`config.mk`:
```
export PLATFORM = sky130hd
export DESIGN_NAME = sram_arbiter
export DESIGN_NICKNAME = d
export VERILOG_FILES = /design/src/rtl/sram_arbiter.sv
export SDC_FILE = /design/constraint.sdc
export NUM_CORES = 1
export LEC_CHECK = 0
export ABC_CLOCK_PERIOD_IN_PS = 2860
export CAP_MARGIN = 20
export CORE_ASPECT_RATIO = 1.5
export CORE_UTILIZATION = 35
export DETAILED_ROUTE_END_ITERATION = 8
export PLACE_DENSITY = 0.81
export SLEW_MARGIN = 20
export SYNTH_ARGS = -nofsm -noshare
export SYNTH_HDL_FRONTEND = slang
export SYNTH_SLANG_ARGS = --single-unit
```
`constraint.sdc`:
```
create_clock -name clk -period 2.86 [get_ports clk]
set_input_delay 0.572 -clock clk [delete_from_list [all_inputs] [get_ports clk]]
set_output_delay 0.572 -clock clk [all_outputs]
set_load 0.03 [all_outputs]
```
`src/rtl/sram_arbiter.sv`:
```
// rtl/sram_arbiter.sv - two-port round-robin arbiter and strobe sequencer for an async SRAM
module sram_arbiter #(
    parameter int WAIT_CYCLES = 1,
    parameter int ADDR_W      = 18,
    parameter int DATA_W      = 16
) (
    input  logic              clk,
    input  logic              rst,
    input  logic              a_req,
    input  logic              a_we,
    input  logic [ADDR_W-1:0] a_addr,
    input  logic [DATA_W-1:0] a_wdata,
    output logic [DATA_W-1:0] a_rdata,
    output logic              a_ack,
    input  logic              b_req,
    input  logic              b_we,
    input  logic [ADDR_W-1:0] b_addr,
    input  logic [DATA_W-1:0] b_wdata,
    output logic [DATA_W-1:0] b_rdata,
    output logic              b_ack,
    output logic              sram_cs_n,
    output logic              sram_rd_n,
    output logic              sram_wr_n,
    output logic [ADDR_W-1:0] sram_addr,
    output logic [DATA_W-1:0] sram_dout,
    output logic              sram_oe,
    input  logic [DATA_W-1:0] sram_din,
    output logic              busy
);
    localparam int CNT_W = (WAIT_CYCLES > 1) ? $clog2(WAIT_CYCLES) : 1;

    typedef enum logic [1:0] {IDLE, SETUP, ACCESS, DONE} state_t;

    state_t            state_q, state_d;
    logic              last_b_q, last_b_d;
    logic              gnt_b_q, gnt_b_d;
    logic              we_q, we_d;
    logic [CNT_W-1:0]  cnt_q, cnt_d;
    logic              cs_n_q, cs_n_d;
    logic              rd_n_q, rd_n_d;
    logic              wr_n_q, wr_n_d;
    logic              oe_q, oe_d;
    logic [ADDR_W-1:0] addr_q, addr_d;
    logic [DATA_W-1:0] dout_q, dout_d;
    logic              a_ack_q, a_ack_d;
    logic              b_ack_q, b_ack_d;
    logic [DATA_W-1:0] a_rdata_q, a_rdata_d;
    logic [DATA_W-1:0] b_rdata_q, b_rdata_d;
    logic              busy_q, busy_d;
    logic              pick_b;

    always_ff @(posedge clk or posedge rst) begin
        if (rst) begin
            state_q   <= IDLE;
            last_b_q  <= 1'b1;
            gnt_b_q   <= 1'b0;
            we_q      <= 1'b0;
            cnt_q     <= '0;
            cs_n_q    <= 1'b1;
            rd_n_q    <= 1'b1;
            wr_n_q    <= 1'b1;
            oe_q      <= 1'b0;
            addr_q    <= '0;
            dout_q    <= '0;
            a_ack_q   <= 1'b0;
            b_ack_q   <= 1'b0;
            a_rdata_q <= '0;
            b_rdata_q <= '0;
            busy_q    <= 1'b0;
        end else begin
            state_q   <= state_d;
            last_b_q  <= last_b_d;
            gnt_b_q   <= gnt_b_d;
            we_q      <= we_d;
            cnt_q     <= cnt_d;
            cs_n_q    <= cs_n_d;
            rd_n_q    <= rd_n_d;
            wr_n_q    <= wr_n_d;
            oe_q      <= oe_d;
            addr_q    <= addr_d;
            dout_q    <= dout_d;
            a_ack_q   <= a_ack_d;
            b_ack_q   <= b_ack_d;
            a_rdata_q <= a_rdata_d;
            b_rdata_q <= b_rdata_d;
            busy_q    <= busy_d;
        end
    end

    always_comb begin
        state_d   = state_q;
        last_b_d  = last_b_q;
        gnt_b_d   = gnt_b_q;
        we_d      = we_q;
        cnt_d     = cnt_q;
        cs_n_d    = cs_n_q;
        rd_n_d    = rd_n_q;
        wr_n_d    = wr_n_q;
        oe_d      = oe_q;
        addr_d    = addr_q;
        dout_d    = dout_q;
        a_ack_d   = a_ack_q;
        b_ack_d   = b_ack_q;
        a_rdata_d = a_rdata_q;
        b_rdata_d = b_rdata_q;
        pick_b    = 1'b0;

        case (state_q)
            IDLE: begin
                if (a_req || b_req) begin
                    // B wins only when A is absent or A was the last one served
                    pick_b   = b_req && (!a_req || !last_b_q);
                    gnt_b_d  = pick_b;
                    last_b_d = pick_b;
                    we_d     = pick_b ? b_we : a_we;
                    addr_d   = pick_b ? b_addr : a_addr;
                    dout_d   = pick_b ? b_wdata : a_wdata;
                    cs_n_d   = 1'b0;
                    oe_d     = pick_b ? b_we : a_we;
                    state_d  = SETUP;
                end
            end
            SETUP: begin
                if (we_q) begin
                    wr_n_d = 1'b0;
                end else begin
                    rd_n_d = 1'b0;
                end
                cnt_d   = CNT_W'(WAIT_CYCLES - 1);
                state_d = ACCESS;
            end
            ACCESS: begin
                if (cnt_q != '0) begin
                    cnt_d = cnt_q - CNT_W'(1);
                end else begin
                    rd_n_d = 1'b1;
                    wr_n_d = 1'b1;
                    if (gnt_b_q) begin
                        b_ack_d = 1'b1;
                        if (!we_q) b_rdata_d = sram_din;
                    end else begin
                        a_ack_d = 1'b1;
                        if (!we_q) a_rdata_d = sram_din;
                    end
                    state_d = DONE;
                end
            end
            DONE: begin
                a_ack_d = 1'b0;
                b_ack_d = 1'b0;
                cs_n_d  = 1'b1;
                oe_d    = 1'b0;
                state_d = IDLE;
            end
            default: state_d = IDLE;
        endcase

        busy_d = (state_d != IDLE);
    end

    assign a_rdata   = a_rdata_q;
    assign a_ack     = a_ack_q;
    assign b_rdata   = b_rdata_q;
    assign b_ack     = b_ack_q;
    assign sram_cs_n = cs_n_q;
    assign sram_rd_n = rd_n_q;
    assign sram_wr_n = wr_n_q;
    assign sram_addr = addr_q;
    assign sram_dout = dout_q;
    assign sram_oe   = oe_q;
    assign busy      = busy_q;
endmodule

```
## Word level (Yosys, flattened, before mapping)

Index checks and enable logic that the tools add are counted.

- Add/subtract/negate cells: 1
- Eq/ne operators: 9
- Multiplexer cells: 23
- Bitwise gates (word level): 3
- Reduce and logical (&&, ||, !) cells: 18

Operator list:

| operator | number |
|---|---|
| two-way mux 18 bit | 1 |
| two-way mux 16 bit | 1 |
| case mux 1 bit (2 select lines) | 7 |
| inequality test 2 bit (second input constant) | 6 |
| AND reduction 3 bit | 4 |
| two-way mux 1 bit | 11 |
| case mux 2 bit (4 select lines) | 1 |
| AND reduction 4 bit | 2 |
| nonzero test 2 bit | 4 |
| == test 2 bit (second input constant) | 2 |
| two-way mux 2 bit | 2 |
| AND reduction 2 bit | 2 |
| NOT 1 bit | 3 |
| == test 2 x 1 -> 1 bit (second input constant) | 1 |
| zero test 1 bit | 2 |
| zero test 2 bit | 1 |
| logical OR 1 bit | 2 |
| logical AND 1 bit | 1 |
| subtractor 1 bit (second input constant) | 1 |

- Register bits after elaboration: 79
- Output and inout bits: 73
- Word-level logic and storage cells: 70

## Logic depth before layout (Yosys ltp)

Gate-level depths: netlist of the first run.

- Depth after elaboration: 6
- Gate-level depth with buffers: 7
- Depth with buffers taken out: 5

## Worst setup path before layout of the first run

No wires, ideal clock.

- Path kind: reg2reg
- From: register state_q[0]
- To: register a_rdata_q[0], in the netlist a_rdata[0]
- Data arrival time: 1.600 ns
- Setup slack: 1.135 ns
- Cell stages (with the launch flop): 7
- Path through: dfrtp_1 inv_1 ha_1 nand2b_1 nor2_2 buf_4 mux2_2

- Longest elaborated chain between the ends: 2

RTL lines:

| item | line | text |
|---|---|---|
| start: declaration | 34 | `state_t state_q, state_d;` |
| start signal: assignment | 71 | `state_q <= state_d;` |
| == test 2 bit | 108 | `case (state_q)` |
| AND reduction 4 bit (no line) | n/a |  |
| end signal: assignment | 84 | `a_rdata_q <= a_rdata_d;` |
| end: declaration | 47 | `logic [DATA_W-1:0] a_rdata_q, a_rdata_d;` |

No other way between the ends.
A chain may end at the register's enable or synchronous reset.

## Worst setup path after layout of the first run

- From: register state_q[0]
- To: register b_rdata_q[13], in the netlist b_rdata[13]

- Longest elaborated chain between the ends: 2

RTL lines:

| item | line | text |
|---|---|---|
| == test 2 bit | 108 |  |
| AND reduction 4 bit (no line) | n/a |  |
| end signal: assignment | 85 | `b_rdata_q <= b_rdata_d;` |
| end: declaration | 48 | `logic [DATA_W-1:0] b_rdata_q, b_rdata_d;` |

No other way between the ends.

==> results.toml, run 1 <==
[timing]
fin_crit_ns = 2.125
worst_slack_ns = 0.7350
period_share_pct = 74.30
clock-skew-final_ns = 0.005060
hold_violations = 0
relSlewSlack_pct = 38.07
tightest_slew_ns = 0.9289
tns_ns = 0
maxSlewViolCount = 0
rsz0062_at_grt = "false"
setup_viol = 0
fmax_mhz = 470.6

[setup_path]
crit_end = "b_rdata[13]"
critPathKind = "register to register"
cp_slowest_cell = "or2_1"
r2r_start = "state_q[0]"
cp-start-kind = "register"
worstPathArrival_ns = 2.33
crit_path_max_incr_delay_ns = 0.72
worst-path-buf-inv = 1
path_depth = 5
cp_top_family = "simple AND/OR/NAND/NOR gates"
crit_fanout = 16
cp-end-kind = "register"
reg2regPathDepth = 5
worstPathRequired_ns = 3.07
crit_chain = "inv_1 -> ha_1 -> nand2_2 -> or2_1 -> mux2_2"
crit_start = "state_q[0]"
reg2reg_slack_ns = 0.73
r2r_end = "b_rdata[13]"

[cts]
cts_resized = 0
clk_pin_slew_ns = 0.06
cts_buffers = 9
clock-sinks = 78
cts_buffer_depth = 2
clockRootBuffer = "clkbuf_16"
htreeDepth = 3
clock_latency_ns = 0.33
post_cts_buffers = 0
holdBufCountCts = 0
cts_tree = "built"

[placement]
dpl_cell_area_um2 = 5102
hpwl_um = 5968
pre_cts_ws_ns = 0.6575
place_inst = 535
place.gp.congestion = 0.7720
portBuffers = 162

[pwr]
leakagePower_nw = 2.440
ir_drop_mv = 0.7095
power.density_nw_per_um2 = 1216
fin_total_pwr_mw = 6.611

[die]
die_y_um = 121.9
initial_core_util_pct = 36.25
core_area_um2 = 9254
boundaryPins = 163
rows = 43
dieArea_um2 = 9988
fp.dieW_um = 81.94

[logic_synthesis]
synth_area_leader_cell = "dfrtp_1"
syn_inst = 272
yosysSeqAreaShare_pct = 58.34
syn_area_per_cell_um2 = 12.33
syn_area_um2 = 3354
yosysWarnings = 0
synth.distinct_cells = 30
yosysTopAreaCellShare_pct = 55.20
synth_ff_type = "dfrtp_1"
ys_ff_latch = 78
syn_nets = 366
synthArstFlopShare_pct = 100.0
synth-edff-count = 0
synthTopCellsByArea = "dfrtp_1, mux2i_1, mux2_2, o21ai_0, nand2_1"

[grt]
antenna_found_initial = 0
grt_max_degree = 57
grtUsageTotal_pct = 16.57
overflow = 0
grt_pass1_vias = 2616
grt_first_pass_wirelength_um = 12390

[layout]
diodes = 0
syn2layout_area_growth_pct = 62.07
layoutNonFillerInstCount = 551
final_cell_area_um2 = 5436
layout-drive-gt1-share_pct = 13.90
fin_nets = 528

[job]
drv_cap = 0

[detailed_routing]
drt_iter0_drc = 80
drc = 0
via_count = 2622
wirelength_um = 7964
dr.pass1.iters = 4
final_antenna_net_count = 0
wl_per_cell_um = 14.45
vias_per_cell = 4.759

[min_path]
hold_class = "register to register"
hold_path.startpoint = "sram_addr[15]"

[status]
status = "finished clean"
==> power breakdown <==
part	total, mW	internal [mW]	switching (mW)	leakage, nW
combinational	3.39	1.54	1.85	1.34
sequential	1.99	1.68	0.306	0.934
clock	1.24	0.811	0.426	0.162
==> synth_stat cells (2+ instances only) <==
cell type  count
nor2_1         5
nand2_1       41
buf_4          5
ha_1           4
dfstp_2        4
inv_1          5
mux2i_1       34
a21oi_1        4
nand2b_1       3
o2bb2ai_1      2
buf_6          2
clkbuf_1       8
mux2_4        10
mux2_2        21
dfrtp_1       74
o21ai_0       36
==> flip-flops by register name (all words and copies together) (netlist names) <==
name       count
sram_dout     16
sram_cs_n      1
sram_addr     18
we_q           1
sram_oe        1
b_rdata       16
state_q        2
busy           1
b_ack          1
sram_rd_n      1
last_b_q       1
a_rdata       16
sram_wr_n      1
gnt_b_q        1
a_ack          1
==> metrics by stage <==
stage / hold slack, ns / utilization, %
finish: 0.4758 / 58.75
floorplan: 0.4829 / -
detailed placement: 0.4699 / 55.14
CTS: 0.4832 / 58.75
global route: 0.5087 / 58.75
global placement: 0.4606 / 55.14
==> worst reg2reg max path, stage by stage (launching register included) <==
cell and delay (ns):
dfrtp_1 0.40, inv_1 0.09, ha_1 0.29, nand2_2 0.10, or2_1 0.72, mux2_2 0.42
==> area by class of cell <==
type                    instances  area (um2)
fillers                       788        3817
flip-flops and latches         78        1957
repair buffers                166        1689
multi-input cells             174        1296
clock buffers                  11       252.7
well taps                     112       140.1
clock inverters                 5       81.33
inverters                       5       20.02
==> layer usage <==
layer,wire length [um],vias to the layer above,GRT usage (%)
li1,-,1261,-
met1,3001,1228,18.80
met2,4162,119,27.84
met3,586,14,4.045
met4,214,0,9.211
met5,0,-,0
==> how the worst min path moves through the flow <==
stage                          to  slack, ns  depth (start not counted)
floorplan                 gnt_b_q       0.48                          2
global placement     sram_dout[7]       0.46                          2
detailed placement   sram_dout[7]       0.47                          2
CTS                  sram_dout[7]       0.48                          2
global route        sram_dout[11]       0.51                          2
finish              sram_addr[15]       0.48                          2
==> cell usage in the layout, fill, tap and decap left out, types with 2 or more instances in the layout <==
master / instances
ha_1: 4
dfstp_2: 4
nor2_1: 5
dfrtp_1: 74
mux2i_1: 34
bufinv_16: 2
clkbuf_16: 9
nand2_1: 41
inv_1: 4
clkinv_2: 2
mux2_4: 10
mux2_2: 21
o2bb2ai_1: 2
o21ai_0: 36
clkdlybuf4s50_1: 162
nand2b_1: 3
buf_12: 3
clkbuf_8: 2
a21oi_1: 4
==> cell families after synthesis <==
family | count (synthesis) | share of synthesized area [%]
AOI/OAI and AO/OA | 48 | 7.982
DFF | 78 | 58.34
muxes | 66 | 22.01
and+or+nand+nor | 56 | 6.938
adders and majority gates | 4 | 1.492
buffers and inverters | 20 | 3.245
No activity file was read; power rests on OpenSTA's default activity.
==> run 2, diff against run 1 <==
--- a/config.mk
+++ b/config.mk
@@ -5,12 +5,12 @@
 export SDC_FILE = /design/constraint.sdc
 export NUM_CORES = 1
 export LEC_CHECK = 0
-export ABC_CLOCK_PERIOD_IN_PS = 2860
+export ABC_CLOCK_PERIOD_IN_PS = 1750
 export CAP_MARGIN = 20
 export CORE_ASPECT_RATIO = 1.5
 export CORE_UTILIZATION = 35
 export DETAILED_ROUTE_END_ITERATION = 8
-export PLACE_DENSITY = 0.81
+export PLACE_DENSITY = 0.84
 export SLEW_MARGIN = 20
 export SYNTH_ARGS = -nofsm -noshare
 export SYNTH_HDL_FRONTEND = slang
==> constraint.sdc (replaced) <==
create_clock -name clk -period 1.75 [get_ports clk]
set_input_delay 0.35 -clock clk [delete_from_list [all_inputs] [get_ports clk]]
set_output_delay 0.35 -clock clk [all_outputs]
set_load 0.03 [all_outputs]
==> run 2 against run 1 <==
- clock power increased by 64%
- power is 64% higher
- non-clock buffer count up 6
- die area unchanged
- hold slack worse by 0.0026 ns
- via count up 1.7%
- critical path depth decreased by 4
- sequential power rose by 62%
- sequential cell count is the same
- combinational power rose by 65%
- critical endpoint is now sram_addr[2]
==> results.toml, run 2 (synthesized netlist as in run 1, its figures left out) <==
[status]
status = "finished clean"

[setup_path]
crit_fanout = 2
cp_top_family = "buffers and inverters"
crit_end = "sram_addr[2]"
r2r_end = "b_rdata[8]"
crit_path_max_incr_delay_ns = 0.70
critPathKind = "register to output pin"
worstPathArrival_ns = 1.37
path_depth = 1
cp-start-kind = "register"
reg2regPathDepth = 6
reg2reg_slack_ns = 0.12
r2r_start = "state_q[0]"
worst-path-buf-inv = 1
cp_slowest_cell = "clkdlybuf4s50_1"
crit_chain = "clkdlybuf4s50_1"
worstPathRequired_ns = 1.40
crit_start = "sram_addr[2]"
cp-end-kind = "output pin"

[grt]
grt_max_degree = 79
met1_usage_pct = 16.57
overflow = 0
antenna_found_initial = 0
grt_pass1_vias = 2774
grtUsageMet3_pct = 5.993
top_usage_layer = "met2"
use_met2_pct = 29.86
grt_first_pass_wirelength_um = 12560
grtUsageTotal_pct = 16.66

[min_path]
hold_path.startpoint = "sram_addr[9]"
hold_class = "register to register"

[timing]
setup_viol = 0
hold_violations = 0
clock-skew-final_ns = 0.004934
fin_crit_ns = 1.718
fmax_mhz = 582.2
rsz0062_at_grt = "false"
tightest_slew_ns = 0.4041
period_share_pct = 98.16
relSlewSlack_pct = 73.06
worst_slack_ns = 0.03227
maxSlewViolCount = 0

[die]
boundaryPins = 163
core_area_um2 = 9254
initial_core_util_pct = 36.25
rows = 43
die_y_um = 121.9
dieArea_um2 = 9988
fp.dieW_um = 81.94

[job]
drv_cap = 0

[detailed_routing]
wirelength_um = 8083
wl_per_cell_um = 14.51
final_antenna_net_count = 0
drc = 0
vias_per_cell = 4.786
drt_iter0_drc = 88
dr.pass1.iters = 4
via_count = 2666

[placement]
hpwl_um = 6010
place.gp.congestion = 0.7602
portBuffers = 162
pre_cts_ws_ns = -0.004922

[layout]
multiInputGateArea_um2 = 1296
layout_commonest_cell = "clkdlybuf4s50_1"
diodes = 0
mostFrequentLayoutCells = "clkdlybuf4s50_1, dfrtp_1, nand2_1"
layout-drive-gt1-share_pct = 15.06
final_core_util_pct = 60.42
seqCellArea_um2 = 1957
largest_reg_flops = 18
syn2layout_area_growth_pct = 66.69
fill_cells = 767
fin_nets = 534

[cts]
cts_buffers = 9
clockRootBuffer = "clkbuf_16"
clock-sinks = 78
clock_latency_ns = 0.33
cts_tree = "built"
cts_buffer_depth = 2
clk_pin_slew_ns = 0.06
post_cts_buffers = 0
htreeDepth = 3

[pwr]
seq_power_share_pct = 29.7
leakagePower_nw = 2.763
pwr-share-clk_pct = 18.7
power.density_nw_per_um2 = 1941
swShare_pct = 39.26
power.internal_mw = 6.593
combPwrFrac_pct = 51.5
switchingPower_mw = 4.262
ir_drop_mv = 1.006
-- run 2: layout make-up --
| type | instances | share of cell area [%] |
|---|---|---|
| flip-flops and latches | 78 | 35.00 |
| clock buffers | 10 | 4.274 |
| well taps | 112 | 2.506 |
| inverters | 5 | 0.4028 |
| repair buffers | 172 | 32.98 |
| multi-input cells | 174 | 23.18 |
| clock inverters | 6 | 1.656 |
-- run 2: metal layers --
layer / part of all wire, % / vias up
li1: - / 1270
met1: 36 / 1250
met2: 53 / 127
met3: 8.7 / 19
met4: 2.4 / 0
met5: 0 / -
-- run 2: how the worst min path moves through the flow --
stage	end	slack (ns)	cells past startpoint
floorplan	last_b_q	0.42	1
global placement	sram_addr[9]	0.46	2
detailed placement	sram_addr[2]	0.47	2
CTS	sram_addr[9]	0.48	2
global route	sram_addr[9]	0.49	2
finish	sram_addr[9]	0.47	2
-- run 2: what timing repair did --
| action | 4_1_cts | 5_1_grt |
|---|---|---|
| endpoints found under the setup margin | 4 | 26 |
| hold buffers | 0 | 0 |
| gates resized for setup | 4 | 26 |
| hold endpoints to repair | 0 | 0 |
-- run 2: power by group through the flow --
stage               clock (mW)  combinational, mW  sequential [mW]
floorplan                    0               1.66             4.88
global placement             0               5.61             3.22
detailed placement           0               5.73             3.27
CTS                       2.09               5.70             3.25
global route              2.17               5.98             3.35
finish                    2.03               5.60             3.23
-- run 2: worst reg2reg max path: cells and delay by family, from the launching register on --
family,cells,cell delay [ns]
flip-flops,1,0.41
AND/OR/NAND/NOR,2,0.31
multiplexers,1,0.31
buffers and inverters,2,0.26
adder cells (fa/ha/maj),1,0.21
-- run 2: per-stage QoR --
step,setup TNS (ns),hold slack (ns),std cells,power [mW],instance area (um2)
4_1_cts,0,0.4823,557,11.05,5527
2_1_floorplan,0,0.4200,272,6.542,3358
6_report,0,0.4732,557,10.85,5592
3_3_place_gp,0,0.4607,541,8.838,5200
3_5_place_dp,-0.004922,0.4737,541,9.000,5200
5_1_grt,0,0.4921,557,11.49,5592
